===== src/rtl/mem_wb_stage_if.sv =====
// MEM/WB stage bus: MEM-side instruction fields plus memory read data in, writeback port and retire counters out.
// master = upstream driver / observer, slave = the writeback stage itself.
interface mem_wb_stage_if #(
  parameter int DATA_W     = 32,
  parameter int REG_ADDR_W = 5,
  parameter int CNT_W      = 32
);
  logic                  stall;
  logic                  flush;
  logic                  in_valid;
  logic                  regWrite;
  logic                  memToReg;
  logic [2:0]            loadType;
  logic [1:0]            byteSel;
  logic [REG_ADDR_W-1:0] rdAddr;
  logic [DATA_W-1:0]     aluResOut;
  logic [DATA_W-1:0]     readData;

  logic                  wb_valid;
  logic                  wb_regWrite;
  logic [REG_ADDR_W-1:0] wb_rdAddr;
  logic [DATA_W-1:0]     wb_data;
  logic                  wb_misalign;
  logic [CNT_W-1:0]      retire_cnt;
  logic [CNT_W-1:0]      load_cnt;

  modport master (
    output stall, flush, in_valid, regWrite, memToReg, loadType, byteSel, rdAddr, aluResOut, readData,
    input  wb_valid, wb_regWrite, wb_rdAddr, wb_data, wb_misalign, retire_cnt, load_cnt
  );

  modport slave (
    input  stall, flush, in_valid, regWrite, memToReg, loadType, byteSel, rdAddr, aluResOut, readData,
    output wb_valid, wb_regWrite, wb_rdAddr, wb_data, wb_misalign, retire_cnt, load_cnt
  );
endinterface


===== src/rtl/mem_wb_stage.sv =====
// MEM/WB register + writeback: 1-cycle latch, sub-word load extract/extend, regfile write, retire counting.
// stall holds the slot (no write, no retire); flush squashes the instruction being latched and beats stall.
module mem_wb_stage #(
  parameter int DATA_W     = 32,
  parameter int REG_ADDR_W = 5,
  parameter int CNT_W      = 32
) (
  input logic           clk,
  input logic           rst,
  mem_wb_stage_if.slave bus
);
  localparam logic [2:0] LT_LH  = 3'b001;
  localparam logic [2:0] LT_LHU = 3'b010;
  localparam logic [2:0] LT_LB  = 3'b011;
  localparam logic [2:0] LT_LBU = 3'b100;

  logic                  v_q;
  logic                  rw_q;
  logic                  m2r_q;
  logic [2:0]            lt_q;
  logic [1:0]            bs_q;
  logic [REG_ADDR_W-1:0] rd_q;
  logic [DATA_W-1:0]     alu_q;
  logic                  ld_fresh;
  logic [DATA_W-1:0]     ld_hold;
  logic [CNT_W-1:0]      retire_q;
  logic [CNT_W-1:0]      load_q;

  logic [DATA_W-1:0]     raw;
  logic [DATA_W-1:0]     ext;
  logic [15:0]           half_v;
  logic [7:0]            byte_v;
  logic                  bad_align;
  logic                  misalign;
  logic                  retire;

  assign retire = v_q & ~bus.stall;

  always_ff @(posedge clk) begin
    if (rst) begin
      v_q      <= 1'b0;
      rw_q     <= 1'b0;
      m2r_q    <= 1'b0;
      lt_q     <= '0;
      bs_q     <= '0;
      rd_q     <= '0;
      alu_q    <= '0;
      ld_fresh <= 1'b0;
      ld_hold  <= '0;
      retire_q <= '0;
      load_q   <= '0;
    end else begin
      if (bus.flush) begin
        v_q <= 1'b0;
      end else if (!bus.stall) begin
        v_q   <= bus.in_valid;
        rw_q  <= bus.regWrite;
        m2r_q <= bus.memToReg;
        lt_q  <= bus.loadType;
        bs_q  <= bus.byteSel;
        rd_q  <= bus.rdAddr;
        alu_q <= bus.aluResOut;
      end
      // Memory data is only live in the first WB cycle; keep a copy for stalls of any length.
      ld_fresh <= ~bus.stall;
      if (ld_fresh) ld_hold <= bus.readData;
      if (retire) begin
        retire_q <= retire_q + CNT_W'(1);
        if (m2r_q) load_q <= load_q + CNT_W'(1);
      end
    end
  end

  always_comb begin
    raw    = ld_fresh ? bus.readData : ld_hold;
    half_v = bs_q[1] ? raw[31:16] : raw[15:0];
    byte_v = raw[7:0];
    case (bs_q)
      2'd1:    byte_v = raw[15:8];
      2'd2:    byte_v = raw[23:16];
      2'd3:    byte_v = raw[31:24];
      default: byte_v = raw[7:0];
    endcase

    ext       = raw;
    bad_align = (bs_q != 2'b00);
    case (lt_q)
      LT_LH:  begin ext = {{(DATA_W-16){half_v[15]}}, half_v}; bad_align = bs_q[0]; end
      LT_LHU: begin ext = {{(DATA_W-16){1'b0}}, half_v};       bad_align = bs_q[0]; end
      LT_LB:  begin ext = {{(DATA_W-8){byte_v[7]}}, byte_v};   bad_align = 1'b0;    end
      LT_LBU: begin ext = {{(DATA_W-8){1'b0}}, byte_v};        bad_align = 1'b0;    end
      default: ;
    endcase
    misalign = v_q & m2r_q & bad_align;
  end

  assign bus.wb_valid    = v_q;
  assign bus.wb_rdAddr   = rd_q;
  assign bus.wb_misalign = misalign;
  assign bus.wb_data     = !v_q ? '0 : (m2r_q ? ext : alu_q);
  assign bus.wb_regWrite = v_q & rw_q & ~misalign & (rd_q != '0) & ~bus.stall;
  assign bus.retire_cnt  = retire_q;
  assign bus.load_cnt    = load_q;
endmodule


===== src/flat_wrapper.sv =====
// flat-port wrapper written by rule: the top's interface ports become plain ports
module mem_wb_stage_flat 
#(
  parameter int DATA_W     = 32,
  parameter int REG_ADDR_W = 5,
  parameter int CNT_W      = 32
)
  (clk, rst, bus_stall, bus_flush, bus_in_valid, bus_regWrite, bus_memToReg, bus_loadType, bus_byteSel, bus_rdAddr, bus_aluResOut, bus_readData, bus_wb_valid, bus_wb_regWrite, bus_wb_rdAddr, bus_wb_data, bus_wb_misalign, bus_retire_cnt, bus_load_cnt);
  mem_wb_stage_if #(.DATA_W(DATA_W), .REG_ADDR_W(REG_ADDR_W), .CNT_W(CNT_W)) bus_i ();
  input logic clk;
  input logic rst;
  input wire logic [$bits(bus_i.stall)-1:0] bus_stall;
  input wire logic [$bits(bus_i.flush)-1:0] bus_flush;
  input wire logic [$bits(bus_i.in_valid)-1:0] bus_in_valid;
  input wire logic [$bits(bus_i.regWrite)-1:0] bus_regWrite;
  input wire logic [$bits(bus_i.memToReg)-1:0] bus_memToReg;
  input wire logic [$bits(bus_i.loadType)-1:0] bus_loadType;
  input wire logic [$bits(bus_i.byteSel)-1:0] bus_byteSel;
  input wire logic [$bits(bus_i.rdAddr)-1:0] bus_rdAddr;
  input wire logic [$bits(bus_i.aluResOut)-1:0] bus_aluResOut;
  input wire logic [$bits(bus_i.readData)-1:0] bus_readData;
  output wire logic [$bits(bus_i.wb_valid)-1:0] bus_wb_valid;
  output wire logic [$bits(bus_i.wb_regWrite)-1:0] bus_wb_regWrite;
  output wire logic [$bits(bus_i.wb_rdAddr)-1:0] bus_wb_rdAddr;
  output wire logic [$bits(bus_i.wb_data)-1:0] bus_wb_data;
  output wire logic [$bits(bus_i.wb_misalign)-1:0] bus_wb_misalign;
  output wire logic [$bits(bus_i.retire_cnt)-1:0] bus_retire_cnt;
  output wire logic [$bits(bus_i.load_cnt)-1:0] bus_load_cnt;
  assign bus_i.stall = bus_stall;
  assign bus_i.flush = bus_flush;
  assign bus_i.in_valid = bus_in_valid;
  assign bus_i.regWrite = bus_regWrite;
  assign bus_i.memToReg = bus_memToReg;
  assign bus_i.loadType = bus_loadType;
  assign bus_i.byteSel = bus_byteSel;
  assign bus_i.rdAddr = bus_rdAddr;
  assign bus_i.aluResOut = bus_aluResOut;
  assign bus_i.readData = bus_readData;
  assign bus_wb_valid = bus_i.wb_valid;
  assign bus_wb_regWrite = bus_i.wb_regWrite;
  assign bus_wb_rdAddr = bus_i.wb_rdAddr;
  assign bus_wb_data = bus_i.wb_data;
  assign bus_wb_misalign = bus_i.wb_misalign;
  assign bus_retire_cnt = bus_i.retire_cnt;
  assign bus_load_cnt = bus_i.load_cnt;
  mem_wb_stage #(.DATA_W(DATA_W), .REG_ADDR_W(REG_ADDR_W), .CNT_W(CNT_W)) u_core (.clk(clk), .rst(rst), .bus(bus_i));
endmodule

===== config.mk =====
export PLATFORM = sky130hd
export DESIGN_NAME = mem_wb_stage_flat
export DESIGN_NICKNAME = d
export VERILOG_FILES = /design/src/rtl/mem_wb_stage_if.sv /design/src/rtl/mem_wb_stage.sv /design/src/flat_wrapper.sv
export SDC_FILE = /design/constraint.sdc
export NUM_CORES = 1
export LEC_CHECK = 0
export ABC_CLOCK_PERIOD_IN_PS = 2410
export BUFFER_PORTS_ARGS = -buffer_cell sky130_fd_sc_hd__buf_2
export CAP_MARGIN = 20
export CORE_MARGIN = 2
export CORE_UTILIZATION = 41
export CTS_BUF_LIST = sky130_fd_sc_hd__clkbuf_4
export DETAILED_ROUTE_END_ITERATION = 8
export GPL_TIMING_DRIVEN = 1
export PLACE_DENSITY = 0.71
export SKIP_LAST_GASP = 1
export SYNTH_ARGS = -nofsm -noshare
export SYNTH_HDL_FRONTEND = slang
export SYNTH_SLANG_ARGS = --single-unit

===== constraint.sdc =====
create_clock -name clk -period 2.41 [get_ports clk]
set_input_delay 0 -clock clk [delete_from_list [all_inputs] [get_ports clk]]
set_output_delay 0 -clock clk [all_outputs]
set_load 0.02 [all_outputs]

After elaboration in Yosys (flattened, before gate mapping)

Cells that the tools add are included.

Register bits: 142
Bits in latches: 0
Bits in writable memories: 0
Bits in read-only memories: 0
Output and inout port bits: 104
Word-level logic and storage cells: 44
Memories kept: 0

Add/sub/neg operators: 2
$mul: 0
Divide/modulo/power cells: 0
Magnitude comparators: 0
Equal/unequal tests: 7
Shift-type cells: 0
Multiplexer cells: 7
Bitwise logic cells: 10
Reductions and logical operators: 7

Operator list:

| operator                                       | count |
|---|---|
| case mux 32 bit (4 select lines)               | 1 |
| two-way mux 32 bit                             | 3 |
| adder 32 x 1 -> 32 bit (second input constant) | 2 |
| case mux 8 bit (3 select lines)                | 1 |
| two-way mux 16 bit                             | 1 |
| bitwise AND 1 bit                              | 7 |
| == test 3 x 2 -> 1 bit (second input constant) | 2 |
| OR reduction 2 bit                             | 3 |
| nonzero test 5 bit                             | 1 |
| == test 2 bit (second input constant)          | 2 |
| AND reduction 2 bit                            | 2 |
| == test 3 x 1 -> 1 bit (second input constant) | 1 |
| == test 3 bit (second input constant)          | 1 |
| inverter 1 bit                                 | 3 |
| == test 2 x 1 -> 1 bit (second input constant) | 1 |
| case mux 1 bit (2 select lines)                | 1 |
| nonzero test 2 bit                             | 1 |

Longest topological paths before layout

Gate-level depths: netlist of run 1.

Word-level depth: 8
Mapped depth: 7
Gate-level depth less buffers: 5

Least setup slack after synthesis of run 1

Ideal clock, no wire load.

Path type: reg2reg
Start: register u_core.load_q[3], in the netlist u_core.bus.load_cnt[3]
End: register u_core.load_q[31], in the netlist u_core.bus.load_cnt[31]
Setup time: 123 ps
Data arrival time: 1846 ps
Data required time: 2287 ps
Path slack: 441 ps
Cell stages (with the launch flop): 6
Path buffers: 1
Cell sequence: dfxtp_1 nand4_2 or4_1 buf_2 nor4_2 mux2_1

Longest elaborated chain between the ends: 1

RTL lines:

| what                   | line               | text |
|---|---|---|
| from (decl)            | mem_wb_stage.sv:27 | `logic [CNT_W-1:0] load_q;` |
| from (signal assigned) | mem_wb_stage.sv:69 | `if (m2r_q) load_q <= load_q + CNT_W'(1);` |
| adder 32 x 1 -> 32 bit | mem_wb_stage.sv:69 |  |

No other way between the ends.
A chain may end at the register's enable or synchronous reset.

Worst setup path after layout of run 1

Start: register u_core.ld_fresh
End: output port bus_wb_data[28]

Longest elaborated chain between the ends: 5
Elaborated cells between the ends (all ways): 6
Those cells by class: 6 x mux

RTL lines:

| what                                                                  | line                                   | text |
|---|---|---|
| from (decl)                                                           | mem_wb_stage.sv:24                     | `logic ld_fresh;` |
| from (signal assigned)                                                | mem_wb_stage.sv:65                     | `ld_fresh <= ~bus.stall;` |
| two-way mux 32 bit *                                                  | --                                     |  |
| case mux 8 bit (3 select lines) or two-way mux 16 bit (tied branches) | mem_wb_stage.sv:78, mem_wb_stage.sv:76 |  |
| case mux 32 bit (4 select lines) *                                    | mem_wb_stage.sv:87                     | `case (lt_q)` |
| two-way mux 32 bit * (2 in a row)                                     | mem_wb_stage.sv:100                    | `assign bus.wb_data = !v_q ? '0 : (m2r_q ? ext : alu_q);` |
| to (decl)                                                             | flat_wrapper.sv:25                     | `output wire logic [$bits(bus_i.wb_data)-1:0] bus_wb_data;` |

Mark *: on every way between the ends. The rest lies on a longest branch, timed or not.

==> impl_results.md, run 1 <==
- DRC viols: 0
- Post-synthesis cell area: 7210 um2
- Footprint of the flip-flops and latches: 2850 um2
- First-iteration detailed-routing DRC count: 568
- Hold slack final: 235 ps
- Cell count of the worst reg-to-reg path: 4
- Level count of the clock H-tree: 4
- Instance count of the mapped netlist: 877
- Final weighted congestion in routability-driven placement: 0.945
- Area fraction of the dominant cell type after synthesis: 39.4%
- Total I/O pin count: 185
- Floorplan core area: 17200 um2
- Crit path time final: 2510 ps
- Pins over their slew limit: 0
- # port buffers: 184
- Largest vdd supply drop: 359 uV
- Count of placed standard cells including taps: 1245
- Fraction of final layout cells with drive strength greater than 1: 27.8%
- Mapped Nets: 960
- Total chip power: 0.00495 W
- Count of endpoints failing setup in the final report: 22
- Category of the worst setup path capture point: primary output
- Number of core rows: 48
- Die Y-Extent: 137 um
- TritonCTS clock tree: built
- Number of vias in the routed layout: 7752
- Per-instance average area after synthesis: 8.22 um2
- Detailed-route wire length: 24400 um
- Vias in the first global route: 7281
- Startpoint type of the worst setup path: flip-flop
- Final hold violation count: 0
- Clock buffer count from CTS: 17
- Routed length per instance: 17.6 um
- Routed Antenna Nets: 0
- Clock Sink Count: 142
- Final Instance Count excl. Fillers: 1387
- Fillcell total: 1454
- Skew-Pair Late Insertion Delay: 560 ps
- Flop and latch count out of synthesis: 142
- Post-synth cell types: 58
- Area overhead of the layout relative to synthesis: 40.5%
- RSZ-0062 raised after global routing: yes
- Maximum achievable frequency: 0.398 GHz
- Cell types with the largest area share after synthesis: sky130_fd_sc_hd__dfxtp_1, sky130_fd_sc_hd__nand2_1, sky130_fd_sc_hd__a21oi_1, sky130_fd_sc_hd__mux2_2, sky130_fd_sc_hd__mux2i_1
- Number of synthesized flops with an enable pin: 0
- Result of the run: finished with violations
- Total grt overflow: 0
- Pwr dens: 488 nW/um2
- Relative slew margins: 39.2%
- Overall die area: 18700 um2
- Maximum fanout encountered on the critical timing path: 6
- Clock Skew: 18.7 ps
- # Max-Cap Violations: 0
- Transition at the pin with the smallest max-transition slack: 912 ps
- Iteration count of the initial detailed-routing pass: 5
- Area taken by multi-input logic gates: 4270 um2
- Total leakage power: 4.04 nW
- Share of the clock period used by the worst path: 104%
- Post-route cell area: 10100 um2
- Commonest register cell after synthesis: sky130_fd_sc_hd__dfxtp_1
- Share of synthesized registers carrying an async set or reset: 0%
- Estimated wirelength of the detail-placed design: 15500 um
- Critical path arrival: 2510 ps
- Failing checks: setup timing
- Worst setup slack after layout: -99.5 ps
- Effective utilization at floorplan: 41.8%
- Horiz. Die Dim: 137 um
- Post-Place Worst Slack: 387 ps
- Via density: 5.59
- Maximum number of pins on one net before global-route repair: 45
- WS Path Type: reg -> out
- Depth of the worst hold-timing path: 4
- Final-stage net count: 1231
- Total Routing Usage GR: 25.2%
- Ys Warns: 0
- Required @ worst endpoint: 2410 ps
- Root buffer selected by CTS: sky130_fd_sc_hd__clkbuf_4
- Post-detailed-placement cell area: 8320 um2
- Cell type contributing the most total cell area after synthesis: sky130_fd_sc_hd__dfxtp_1
- Number of antenna violations at the first check in global routing: 3
- First-pass GRT wire length: 36900 um
- Clock edge transition at the registers on the reported setup and hold paths: 110 ps
- Sequential area share after synthesis: 39.4%
- Maximum clock insertion buffer count: 2
- Hold crit path type: in -> reg
==> critical path: stages (launching register included) <==
cell	delay (ps)
sky130_fd_sc_hd__dfxtp_4	410
sky130_fd_sc_hd__mux4_2	550
sky130_fd_sc_hd__mux2_4	330
sky130_fd_sc_hd__a31oi_4	200
sky130_fd_sc_hd__buf_12	160
sky130_fd_sc_hd__buf_8	130
sky130_fd_sc_hd__o21ai_2	70
sky130_fd_sc_hd__buf_6	130
==> flip-flops by register name, indices dropped and copies added, names as in the netlist <==
signal                 cells
u_core.ld_fresh            1
u_core.rw_q                1
u_core.bus.wb_valid        1
u_core.alu_q              32
u_core.ld_hold            32
u_core.bus.load_cnt       32
u_core.bus.wb_rdAddr       5
u_core.bs_q                2
u_core.bus.retire_cnt     32
u_core.m2r_q               1
u_core.lt_q                3
==> path summary, 6_finish.rpt <==
path,slack (ps),from,endpoint
worst max register to register,340,u_core.bus.load_cnt[4]$_SDFFE_PP0P_,u_core.bus.load_cnt[20]$_SDFFE_PP0P_
worst min register to register,470,u_core.rw_q$_SDFFE_PP0P_,u_core.rw_q$_SDFFE_PP0P_
worst min-delay path,230,bus_aluResOut[20],u_core.alu_q[20]$_SDFFE_PP0P_
worst max-delay path,-100,u_core.ld_fresh$_SDFF_PP0_,bus_wb_data[28]
==> placed cells by master (no fill, tap or decap), drive strengths merged, types with 4 or more instances in the layout <==
cell type,count
or4,18
dfxtp,142
mux2,31
bufinv,5
mux2i,30
clkinv,5
nand3,23
clkbuf,18
nor4,10
inv,12
nand2b,7
nand2,149
a221o,4
o22ai,7
and2,20
dlygate4sd3,105
xor2,12
nor2,73
nor3,14
or3,10
nand4,22
o211ai,8
o31ai,16
mux4,7
xnor2,7
buf,209
a211oi,4
o21ai,43
nor2b,26
a21oi,73
a31oi,9
and4,8
and3,5
==> Yosys cell counts, types with 2 or more instances <==
cell and number:
sky130_fd_sc_hd__or4_1 18, sky130_fd_sc_hd__o22ai_1 7, sky130_fd_sc_hd__or2_2 3, sky130_fd_sc_hd__and3b_1 3, sky130_fd_sc_hd__buf_2 11, sky130_fd_sc_hd__a41oi_1 3
sky130_fd_sc_hd__dfxtp_1 142, sky130_fd_sc_hd__nor3b_1 2, sky130_fd_sc_hd__and3_1 5, sky130_fd_sc_hd__or3_1 9, sky130_fd_sc_hd__nand4_2 2, sky130_fd_sc_hd__buf_6 3
sky130_fd_sc_hd__nand2b_1 7, sky130_fd_sc_hd__xnor2_1 7, sky130_fd_sc_hd__and4_1 8, sky130_fd_sc_hd__o21ai_1 10, sky130_fd_sc_hd__nor3_1 14, sky130_fd_sc_hd__o21bai_1 2
sky130_fd_sc_hd__inv_1 10, sky130_fd_sc_hd__buf_4 4, sky130_fd_sc_hd__a221o_1 4, sky130_fd_sc_hd__o211ai_1 8, sky130_fd_sc_hd__mux2i_1 30, sky130_fd_sc_hd__a211oi_1 4
sky130_fd_sc_hd__nand4_1 20, sky130_fd_sc_hd__and2_1 20, sky130_fd_sc_hd__nor4_1 9, sky130_fd_sc_hd__clkbuf_1 39, sky130_fd_sc_hd__a21oi_1 73, sky130_fd_sc_hd__buf_1 5
sky130_fd_sc_hd__mux2_2 29, sky130_fd_sc_hd__nand2_1 149, sky130_fd_sc_hd__xor2_1 12, sky130_fd_sc_hd__o21ai_0 33, sky130_fd_sc_hd__o31ai_1 16, sky130_fd_sc_hd__nor2b_1 26
sky130_fd_sc_hd__ha_1 2, sky130_fd_sc_hd__nor2_1 73, sky130_fd_sc_hd__mux4_2 7, sky130_fd_sc_hd__nand3_1 23, sky130_fd_sc_hd__a31oi_1 8
==> report_power, final <==
group / leakage, nW / internal [W] / switching, W
sequential: 1.16 / 0.00241 / 0.0000428
clock: 0.175 / 0.000924 / 0.000878
combinational: 2.71 / 0.000328 / 0.000365
total: 4.04 / 0.00366 / 0.00129
==> through the flow <==
stage	setup TNS [ps]	utilization (%)
after floorplan	0	-
after global placement	0	48.3
after global routing	-3940	58.8
after detailed placement	0	48.3
after CTS	-1400	57.6
final	-1410	58.8
==> metal layers <==
layer	global-route usage, %	up-vias	wire length [um]
li1	-	3670	-
met2	40.4	367	11500
met5	0	-	0
met1	31.2	3618	9930
met3	6.11	97	1760
met4	13.5	0	1200
==> final cells by class <==
cell class | count | area share (%)
antenna | 3 | 0.0741
clock buffer | 18 | 1.33
clock inverter | 12 | 1.90
inverter | 10 | 0.371
multi-input combinational | 663 | 42.1
sequential | 142 | 28.1
tap | 225 | 2.78
timing repair buffer | 314 | 23.3
==> logic make-up after synthesis <==
| logic type | Yosys count | synth area share (%) |
|---|---|---|
| compound gates | 177 | 14.7 |
| xor+xnor | 19 | 2.31 |
| fa+ha+maj | 2 | 0.347 |
| buf+inv | 72 | 4.46 |
| flops | 142 | 39.4 |
| mux | 68 | 11.2 |
| simple gates | 397 | 27.5 |
==> what timing repair did <==
item                       4_1_cts  5_1_grt
resized for setup               57       42
gates cloned                     1        0
buffers inserted                 2        1
setup endpoints to repair       32       34
hold buffers                   105        0
hold endpoints to repair       102        0
pin swaps                       18        6
Note: power is estimated with default switching activity, not from simulation.
==> run 2: changes to the inputs <==
SKIP_CTS_REPAIR_TIMING = 1   (was not set)
==> run 2 against run 1 <==
The run still ends with setup timing left; final area fell by 2.8%; global-route usage down 2.5 points; clock power about the same; critical path depth down 1; wire length fell by 3.7%; combinational power shrank 5.5%; first-iteration DRC count decreased by 1.2%; critical path type unchanged; highest routed layer unchanged.
==> impl_results.md, run 2 (same netlist as run 1, synthesis figures left out) <==
- Cells along the critical path: buf_6 > mux4_2 > o22ai_1 > a211oi_1 > a221o_1 > buf_2
- First-iteration detailed-routing DRC count: 561 (-1.2%)
- Worst setup slack after layout: -157 ps (-57.1 ps)
- Final weighted congestion in routability-driven placement: 0.945 (unchanged)
- Number of core rows: 48 (unchanged)
- Via density: 5.48 (-1.9%)
- Category of the worst setup path capture point: primary output
- Area overhead of the layout relative to synthesis: 36.5%
- # port buffers: 184 (unchanged)
- Critical path depth: 6 (-1)
- Root buffer selected by CTS: sky130_fd_sc_hd__clkbuf_4
- Routed Antenna Nets: 0 (unchanged)
- Post-route cell area: 9840 um2 (-2.8%)
- DRC viols: 0 (unchanged)
- Crit path time final: 2570 ps (+57.1 ps)
- Vias in the first global route: 6389 (-12%)
- First-pass GRT wire length: 33100 um (-10%)
- Number of antenna violations at the first check in global routing: 3 (unchanged)
- Number of vias in the routed layout: 7506 (-3.2%)
- Top library cells by usage in the layout, fill and taps aside: sky130_fd_sc_hd__buf_2, sky130_fd_sc_hd__nand2_1, sky130_fd_sc_hd__dfxtp_1, sky130_fd_sc_hd__dlygate4sd3_1, sky130_fd_sc_hd__a21oi_1
- Overall die area: 18700 um2 (unchanged)
- Hold crit path type: in -> reg
- Result of the run: finished with violations
- Total Routing Usage GR: 22.7% (-2.5 points)
- Hold slack final: 224 ps (-10.9 ps)
- # Max-Cap Violations: 0 (unchanged)
- Fillcell total: 1510 (+3.9%)
- Worst path buffer plus inverter count: 2 (-1)
- Iteration count of the initial detailed-routing pass: 5 (unchanged)
- Relative slew margins: 37.4% (-1.7 points)
- Transition at the pin with the smallest max-transition slack: 938 ps (+26.0 ps)
- Required @ worst endpoint: 2410 ps (about the same)
- Pins over their slew limit: 0 (unchanged)
- Startpoint of the worst register-to-register path: u_core.bus.load_cnt[4]$_SDFFE_PP0P_
- TritonCTS clock tree: built
- R2R Path End: u_core.bus.load_cnt[20]$_SDFFE_PP0P_
- Crit path to: bus_wb_data[1]
- Critical path startpoint: u_core.ld_fresh$_SDFF_PP0_
- RSZ-0062 raised after global routing: yes
- Count of endpoints failing setup in the final report: 21 (-4.5%)
- Maximum fanout encountered on the critical timing path: 18 (+12)
- Maximum clock insertion buffer count: 2 (unchanged)
- Cell count of the worst reg-to-reg path: 4 (unchanged)
- Setup slack of the most critical reg-to-reg path: 340 ps (about the same)
- Clock buffer count from CTS: 17 (unchanged)
- Critical path arrival: 2570 ps (+60 ps)
- Failing checks: setup timing
- Fraction of final layout cells with drive strength greater than 1: 27.9% (+0.088 points)
- Total leakage power: 4.00 nW (-0.88%)
- Final hold violation count: 0 (unchanged)
- Startpoint type of the worst setup path: flip-flop
- Clock Sink Count: 142 (unchanged)
- Share of the clock period used by the worst path: 107% (+2.4 points)
- Skew-Pair Late Insertion Delay: 560 ps (about the same)
- Maximum number of pins on one net before global-route repair: 45 (unchanged)
- Total I/O pin count: 185 (unchanged)
- Maximum cell stage delay along the critical path: 550 ps (about the same)
- Effective utilization at floorplan: 41.8% (unchanged)
- Post-Place Worst Slack: 387 ps (unchanged)
- Level count of the clock H-tree: 4 (unchanged)
- Pwr dens: 499 nW/um2 (+2.2%)
- Die Y-Extent: 137 um (unchanged)
- Critical path's slowest cell: sky130_fd_sc_hd__mux4_2
- Maximum achievable frequency: 0.390 GHz (-2.2%)
- Total grt overflow: 0 (unchanged)
- Clock Skew: 17.4 ps (-1.26 ps)
- Most common cell after layout, fill and taps aside: sky130_fd_sc_hd__buf_2
- Post-detailed-placement cell area: 8320 um2 (unchanged)
- Final-stage net count: 1213 (-1.5%)
- Horiz. Die Dim: 137 um (unchanged)
- Routed length per instance: 17.1 um (-2.5%)
- Largest vdd supply drop: 364 uV (+1.3%)
- Estimated wirelength of the detail-placed design: 15500 um (unchanged)
- Total chip power: 0.00491 W (-0.74%)
- Detailed-route wire length: 23500 um (-3.7%)
- Clock edge transition at the registers on the reported setup and hold paths: 120 ps (about the same)
- Floorplan core area: 17200 um2 (unchanged)
- Top delay family on crit path: compound AO/OA/AOI/OAI gates
- WS Path Type: reg -> out
==> run 2: worst min path at each step <==
stage,start,endpoint,slack [ps],cells past startpoint
floorplan,bus_flush,u_core.bus.wb_valid$_SDFFE_PP0N_,80,1
global placement,bus_flush,u_core.bus.wb_valid$_SDFFE_PP0N_,230,2
finish,bus_aluResOut[11],u_core.alu_q[11]$_SDFFE_PP0P_,220,4
detailed placement,bus_aluResOut[16],u_core.alu_q[16]$_SDFFE_PP0P_,240,3
global route,bus_byteSel[0],u_core.bs_q[0]$_SDFFE_PP0P_,190,4
CTS,bus_flush,u_core.bus.wb_valid$_SDFFE_PP0N_,-370,2
==> run 2: through the flow <==
| stage | std cells | utilization, % | setup TNS, ps |
|---|---|---|---|
| finish | 1369 | 57.1 | -1160 |
| global route | 1368 | 57.1 | -3920 |
| CTS | 1275 | 50.2 | -4120 |
| detailed placement | 1245 | 48.3 | 0 |
| global placement | 1245 | 48.3 | 0 |
| floorplan | 877 | - | 0 |
==> run 2: tightest hold or removal path, delay by kind of cell <==
kind | cells | cell delay, ps
AO/OA/AOI/OAI | 1 | 50
AND/OR/NAND/NOR | 1 | 50
buffers and inverters | 2 | 650
==> run 2: where the power goes <==
group / internal [W] / switching, W / total [W]
registers: 0.00241 / 0.0000418 / 0.00245
logic: 0.000307 / 0.000348 / 0.000655
clock network: 0.000924 / 0.000882 / 0.00181
==> run 2: cell type report <==
cell class | count | area (um2) | area share, %
clock inverter | 12 | 193 | 1.96
sequential | 142 | 2850 | 29.0
timing repair buffer | 296 | 2150 | 21.8
multi-input combinational | 663 | 4190 | 42.6
inverter | 10 | 37.5 | 0.381
antenna | 3 | 7.51 | 0.0763
tap | 225 | 282 | 2.86
clock buffer | 18 | 135 | 1.37
==> run 2: per-layer routing <==
layer / up-vias / global-route usage, % / wire length [um]
met2: 311 / 35.1 / 11400
met4: 0 / 9.38 / 582
met5: - / 0 / 0
met1: 3517 / 29.9 / 9930
li1: 3627 / - / -
met3: 51 / 6.04 / 1580
